**src/rtl/lut_neuron_array_if.sv**
```systemverilog
// Stream-side handshake bundle for lut_neuron_array: the input word channel
// (s_*) and the registered result channel (m_*).
interface lut_neuron_array_if #(
    parameter int NUM_NEURONS = 4,
    parameter int FANIN_BITS  = 6,
    parameter int OUT_BITS    = 2
) ();
    logic                              s_valid;
    logic                              s_ready;
    logic [NUM_NEURONS*FANIN_BITS-1:0] s_data;
    logic                              m_valid;
    logic                              m_ready;
    logic [NUM_NEURONS*OUT_BITS-1:0]   m_data;

    // Upstream producer / downstream consumer side
    modport master (
        output s_valid, s_data, m_ready,
        input  s_ready, m_valid, m_data
    );

    // Neuron array side
    modport slave (
        input  s_valid, s_data, m_ready,
        output s_ready, m_valid, m_data
    );
endinterface

```
**src/rtl/lut_neuron_array.sv**
```systemverilog
// Runtime-programmable array of LUT neurons. Each neuron maps its FANIN_BITS
// input slice through a private OUT_BITS-wide truth table; all results of an
// accepted word are registered together behind a valid/ready output stage.
// Tables are zero-filled by a self-clearing sequence after reset or cfg_clear.
module lut_neuron_array #(
    parameter  int NUM_NEURONS = 4,
    parameter  int FANIN_BITS  = 6,
    parameter  int OUT_BITS    = 2,
    localparam int NW          = (NUM_NEURONS > 1) ? $clog2(NUM_NEURONS) : 1
) (
    input  logic                  clk,
    input  logic                  rst,
    input  logic                  cfg_we,
    input  logic [NW-1:0]         cfg_neuron,
    input  logic [FANIN_BITS-1:0] cfg_addr,
    input  logic [OUT_BITS-1:0]   cfg_data,
    input  logic                  cfg_clear,
    output logic                  busy,
    lut_neuron_array_if.slave     io
);
    localparam int DEPTH = 1 << FANIN_BITS;

    typedef enum logic {
        CLEAR,
        RUN
    } state_t;

    state_t                          state;
    logic [FANIN_BITS-1:0]           clr_cnt;
    logic [OUT_BITS-1:0]             tbl [NUM_NEURONS][DEPTH];
    logic [NUM_NEURONS*OUT_BITS-1:0] lookup;
    logic                            accept;

    // Ready depends only on state and the output register, never on s_valid
    assign io.s_ready = (state == RUN) && (!io.m_valid || io.m_ready);
    assign accept     = io.s_valid && io.s_ready;

    // Combinational table read for every neuron; sees the pre-edge contents,
    // so a same-cycle cfg write to the addressed entry returns the old value
    always_comb begin
        lookup = '0;
        for (int unsigned i = 0; i < NUM_NEURONS; i++) begin
            lookup[i*OUT_BITS +: OUT_BITS] = tbl[i][io.s_data[i*FANIN_BITS +: FANIN_BITS]];
        end
    end

    // Table write port: zero-fill while clearing, otherwise in-range cfg writes
    always_ff @(posedge clk) begin
        for (int unsigned i = 0; i < NUM_NEURONS; i++) begin
            if (!rst && state == CLEAR) begin
                tbl[i][clr_cnt] <= '0;
            end else if (!rst && state == RUN && cfg_we && cfg_neuron == NW'(i)) begin
                tbl[i][cfg_addr] <= cfg_data;
            end
        end
    end

    // Clear/run FSM with registered busy, plus the output holding register,
    // which keeps draining independently of the FSM state
    always_ff @(posedge clk) begin
        if (rst) begin
            state      <= CLEAR;
            clr_cnt    <= '0;
            busy       <= 1'b1;
            io.m_valid <= 1'b0;
            io.m_data  <= '0;
        end else begin
            case (state)
                CLEAR: begin
                    clr_cnt <= clr_cnt + FANIN_BITS'(1);
                    if (clr_cnt == '1) begin
                        state <= RUN;
                        busy  <= 1'b0;
                    end
                end
                RUN: begin
                    if (cfg_clear) begin
                        state   <= CLEAR;
                        clr_cnt <= '0;
                        busy    <= 1'b1;
                    end
                end
                default: begin
                    state   <= CLEAR;
                    clr_cnt <= '0;
                    busy    <= 1'b1;
                end
            endcase

            if (accept) begin
                io.m_valid <= 1'b1;
                io.m_data  <= lookup;
            end else if (io.m_ready) begin
                io.m_valid <= 1'b0;
            end
        end
    end
endmodule

```
**src/flat_wrapper.sv**
```systemverilog
// flat-port wrapper written by rule: the top's interface ports become plain ports
module lut_neuron_array_flat 
#(
    parameter  int NUM_NEURONS = 4,
    parameter  int FANIN_BITS  = 6,
    parameter  int OUT_BITS    = 2,
    localparam int NW          = (NUM_NEURONS > 1) ? $clog2(NUM_NEURONS) : 1
)
  (clk, rst, cfg_we, cfg_neuron, cfg_addr, cfg_data, cfg_clear, busy, io_s_valid, io_s_data, io_m_ready, io_s_ready, io_m_valid, io_m_data);
  lut_neuron_array_if #(.NUM_NEURONS(NUM_NEURONS), .FANIN_BITS(FANIN_BITS), .OUT_BITS(OUT_BITS)) io_i ();
  input  logic clk;
  input  logic rst;
  input  logic cfg_we;
  input  logic [NW-1:0] cfg_neuron;
  input  logic [FANIN_BITS-1:0] cfg_addr;
  input  logic [OUT_BITS-1:0] cfg_data;
  input  logic cfg_clear;
  output logic busy;
  input wire logic [$bits(io_i.s_valid)-1:0] io_s_valid;
  input wire logic [$bits(io_i.s_data)-1:0] io_s_data;
  input wire logic [$bits(io_i.m_ready)-1:0] io_m_ready;
  output wire logic [$bits(io_i.s_ready)-1:0] io_s_ready;
  output wire logic [$bits(io_i.m_valid)-1:0] io_m_valid;
  output wire logic [$bits(io_i.m_data)-1:0] io_m_data;
  assign io_i.s_valid = io_s_valid;
  assign io_i.s_data = io_s_data;
  assign io_i.m_ready = io_m_ready;
  assign io_s_ready = io_i.s_ready;
  assign io_m_valid = io_i.m_valid;
  assign io_m_data = io_i.m_data;
  lut_neuron_array #(.NUM_NEURONS(NUM_NEURONS), .FANIN_BITS(FANIN_BITS), .OUT_BITS(OUT_BITS)) u_core (.clk(clk), .rst(rst), .cfg_we(cfg_we), .cfg_neuron(cfg_neuron), .cfg_addr(cfg_addr), .cfg_data(cfg_data), .cfg_clear(cfg_clear), .busy(busy), .io(io_i));
endmodule
```
**config.mk**
```make
export PLATFORM = sky130hd
export DESIGN_NAME = lut_neuron_array_flat
export DESIGN_NICKNAME = d
export VERILOG_FILES = /design/src/rtl/lut_neuron_array_if.sv /design/src/rtl/lut_neuron_array.sv /design/src/flat_wrapper.sv
export SDC_FILE = /design/constraint.sdc
export NUM_CORES = 1
export LEC_CHECK = 0
export ABC_AREA = 0
export CAP_MARGIN = 15
export CORE_UTILIZATION = 59
export CTS_BUF_LIST = sky130_fd_sc_hd__clkbuf_8
export CTS_CLUSTER_DIAMETER = 40
export DETAILED_ROUTE_END_ITERATION = 7
export HOLD_SLACK_MARGIN = 0.15
export PLACE_DENSITY = 0.79
export SLEW_MARGIN = 20
export SYNTH_ARGS = -nofsm -noshare
export SYNTH_HDL_FRONTEND = slang
export SYNTH_SLANG_ARGS = --single-unit
```
**constraint.sdc**
```tcl
create_clock -name clk -period 1.9 [get_ports clk]
set_input_delay 0.285 -clock clk [delete_from_list [all_inputs] [get_ports clk]]
set_output_delay 0.285 -clock clk [all_outputs]
set_load 0.01 [all_outputs]
```
==> impl_metrics.toml <==
[run_status]
run_status = "finished, violations left"
violations = "negative setup slack"

[drt]
postRouteWirelength_um = 85000
remaining_drc_errors = 0
avgRoutedWirePerCell_um = 25.4
number_of_nets_with_antenna_violations_after_routing = 0
drt-vias-per-instance = 6.56
drt_pre_antenna_iters = 8
dr_total_vias = 22000
drt_iter0_markers = 3592

[yosys]
synth_cell_type_count = 46
synth-compound-area-share = 0.0289
register_area_share_after_synthesis = 0.573
postSynthRegisterBits = 529
synth.cell_area_um2 = 27400
synth_mux_area_frac = 0.103
synth_simple_gate_area_frac = 0.250
synth_xor_area_frac = 0.000959
largest_family_of_logic_cells_by_synthesized_area = "simple AND/OR/NAND/NOR gates"
synth-warning-count = 0
asyncSetResetFlopFracSynth = 0
synth_top_flop_cell = "edfxtp_1"
synth-edff-count = 512
postSynthNetCount = 2476
syn_area_per_cell_um2 = 11.3
postSynthCellCount = 2435
post_synth_fa_ha_maj_area_fraction = 0.000456

[final_layout]
final_cell_count_no_fill = 3353
fillerInstances = 2881
final_area_um2 = 33100
finish.net_count = 2721
multi_input_area_um2 = 10800
layout-drive-gt1-share = 0.257
synth_to_layout_area_growth_pct = 20.7
layout.area.seq_um2 = 15700

[grt]
grt_pass1_vias = 21100
maximum_number_of_pins_on_one_net_before_global_route_repair = 82
antenna_found_initial = 3
gr-usage-all-layers = 0.350
first_pass_grt_wire_length_um = 122000
globalRouteOverflowTotal = 0

[worst_setup_path]
worst-path-max-fanout = 7
timing.setup.critical_path_class = "register to register"
worst_setup_path_end_kind = "register"
rrSetupSlack_ns = -0.04
arrival_ns = 2.32
required_ns = 2.28
startpoint_type = "register"

[timing]
finalSetupViolations = 16
tightest_slew_ns = 0.858
slew_viol_final = 0
final_number_of_hold_violating_endpoints = 0
max_clock_freq_mhz = 516
min_period_ns = 1.94
grt_setup_unrepaired = "yes"
finalCritPeriodShare = 1.02
setup-tns-final_ns = -0.328
finalWorstSetupSlack_ns = -0.0387
clock-skew-final_ns = 0.0281
slew_headroom = 0.427

[place]
placer_congestion = 1.00
placement.cell_area_um2 = 30700
place.port_buffers = 50
hpwlAfterDp_um = 58400
placed_cells_incl_taps = 3174

[die]
die_w_um = 218
die_height_um = 218
fp.coreArea_um2 = 45600
io-pin-count = 51
initial_utilization = 0.601
row_count = 78
die_area_um2 = 47300

[clock_tree]
numCtsBuffers = 90
cts_tree = "done"
numClockSinks = 529
clk_path_buf_depth = 3
clk_root_buf = "clkbuf_8"
cts.reportedPaths.clkPinSlew_ns = 0.06
cts_max_level = 3
later_pin_clock_latency_in_the_skew_report_ns = 0.69

[flow_run]
maxCapViolCount = 0

[power_and_ir_drop]
power_dens_cells_nw_per_um2 = 746
p_leak_nw = 15.7
irDropWorstVdd_mv = 0.564

[min_path]
hp-class = "input pin to register"
[synthesized netlist by cell type, types with 2 or more instances]
master | n | share of area
clkbuf_1 | 203 | 0.028
nand2b_1 | 14 | 0.0032
a221o_1 | 8 | 0.0029
buf_6 | 11 | 0.0045
a211oi_1 | 16 | 0.0044
nor3_1 | 19 | 0.0035
o22ai_1 | 8 | 0.0018
mux2_2 | 16 | 0.0066
a31oi_1 | 4 | 0.00091
and3b_1 | 5 | 0.0016
or3_1 | 3 | 0.00068
or3b_2 | 3 | 0.00096
nand3b_1 | 6 | 0.0016
and3_1 | 520 | 0.12
buf_4 | 5 | 0.0014
nor3b_2 | 2 | 0.00091
nor2b_1 | 46 | 0.010
buf_1 | 13 | 0.0018
xnor2_1 | 2 | 0.00064
buf_2 | 42 | 0.0077
a2111oi_2 | 2 | 0.0011
mux4_1 | 8 | 0.0077
dfxtp_1 | 17 | 0.012
a2111oi_0 | 8 | 0.0026
nor4_1 | 9 | 0.0021
nor3b_1 | 5 | 0.0014
nand2_1 | 619 | 0.085
a2111oi_1 | 6 | 0.0022
edfxtp_1 | 512 | 0.56
a21oi_1 | 21 | 0.0038
o211ai_1 | 8 | 0.0022
inv_1 | 2 | 0.00027
nor2_1 | 90 | 0.012
nand3_1 | 37 | 0.0068
mux2i_1 | 8 | 0.0029
mux4_2 | 104 | 0.085
a22oi_1 | 24 | 0.0066
[state kept, by name, indices dropped and copies added (netlist names)]
signal,cells
u_core.clr_cnt,6
u_core.busy,1
u_core.tbl,512
u_core.state,1
u_core.io.m_data,8
u_core.io.m_valid,1
[timing repair]
item	CTS	global route
hold endpoints to repair	10	0
gates resized for setup	40	57
gates cloned	1	6
endpoints found under the setup margin	388	682
hold buffers	1	0
pin swaps	4	21
setup buffers	2	4
[power breakdown]
group	internal, mW	switching (mW)
clock	5.56	4.81
combinational	0.662	0.983
sequential	12.6	0.0246
[cell usage in the layout (no fill, tap or decap), drive strengths merged, types with 8 or more instances in the layout]
| cell | Yosys | final |
|---|---|---|
| a2111oi | 16 | 16 |
| a211oi | 16 | 16 |
| a21oi | 21 | 21 |
| a221o | 8 | 8 |
| a22oi | 24 | 24 |
| and3 | 520 | 520 |
| buf | 71 | 380 |
| clkbuf | 203 | 100 |
| clkdlybuf4s50 | 0 | 31 |
| clkinv | 1 | 37 |
| dfxtp | 17 | 17 |
| dlygate4sd2 | 0 | 8 |
| edfxtp | 512 | 512 |
| inv | 2 | 25 |
| mux2 | 16 | 16 |
| mux2i | 8 | 8 |
| mux4 | 112 | 112 |
| nand2 | 619 | 619 |
| nand2b | 14 | 14 |
| nand3 | 37 | 37 |
| nor2 | 90 | 90 |
| nor2b | 46 | 46 |
| nor3 | 20 | 20 |
| nor4 | 9 | 9 |
| o211ai | 8 | 8 |
| o22ai | 8 | 8 |
[final cells by class]
cell class / instances / area share
Clock inverter: 70 / 0.0149
Inverter: 3 / 0.000340
Sequential cell: 529 / 0.476
Timing Repair Buffer: 427 / 0.120
Tap cell: 600 / 0.0227
Multi-Input combinational cell: 1629 / 0.328
Antenna cell: 1 / 0.0000757
Clock buffer: 94 / 0.0391
[kinds of logic after synthesis]
| family | count (synthesis) |
|---|---|
| AND/OR/NAND/NOR | 1382 |
| flip-flops | 529 |
| buffers and inverters | 277 |
| multiplexers | 136 |
| AO/OA/AOI/OAI | 107 |
| XOR/XNOR | 3 |
| adder cells (fa/ha/maj) | 1 |
[routing by layer]
layer | GRT usage | wire [um]
met1 | 0.453 | 28800
met4 | 0.173 | 3980
met3 | 0.0874 | 12900
met2 | 0.551 | 39400
met5 | 0 | 8
[stage by stage]
step                power (mW)  setup slack (ns)   util  hold slack (ns)
detailed placement        14.4            -0.540  0.673            0.527
global route              25.2           -0.0740  0.726            0.240
global placement          14.4            -0.470  0.673            0.539
floorplan                 13.6            0.0810      -            0.477
finish                    24.7           -0.0387  0.726            0.248
CTS                       24.5          -0.00947  0.716            0.204
[critical path: stages, from the launching register on]
cell and delay, ns:
dfxtp_2 0.35, buf_4 0.14, or2_2 0.38, nor2b_1 0.16, buf_4 0.20, nand2_1 0.23
nand2_1 0.18
[path summary, 6_finish.rpt]
check,startpoint,end,depth (start not counted)
setup / recovery,u_core.state,u_core.tbl[0][40],6
hold / removal,cfg_data[0],u_core.tbl[1][64],2
setup reg to reg,u_core.state,u_core.tbl[0][40],6
hold reg to reg,u_core.busy,u_core.busy,2
Power figures use the tool's default switching activity.
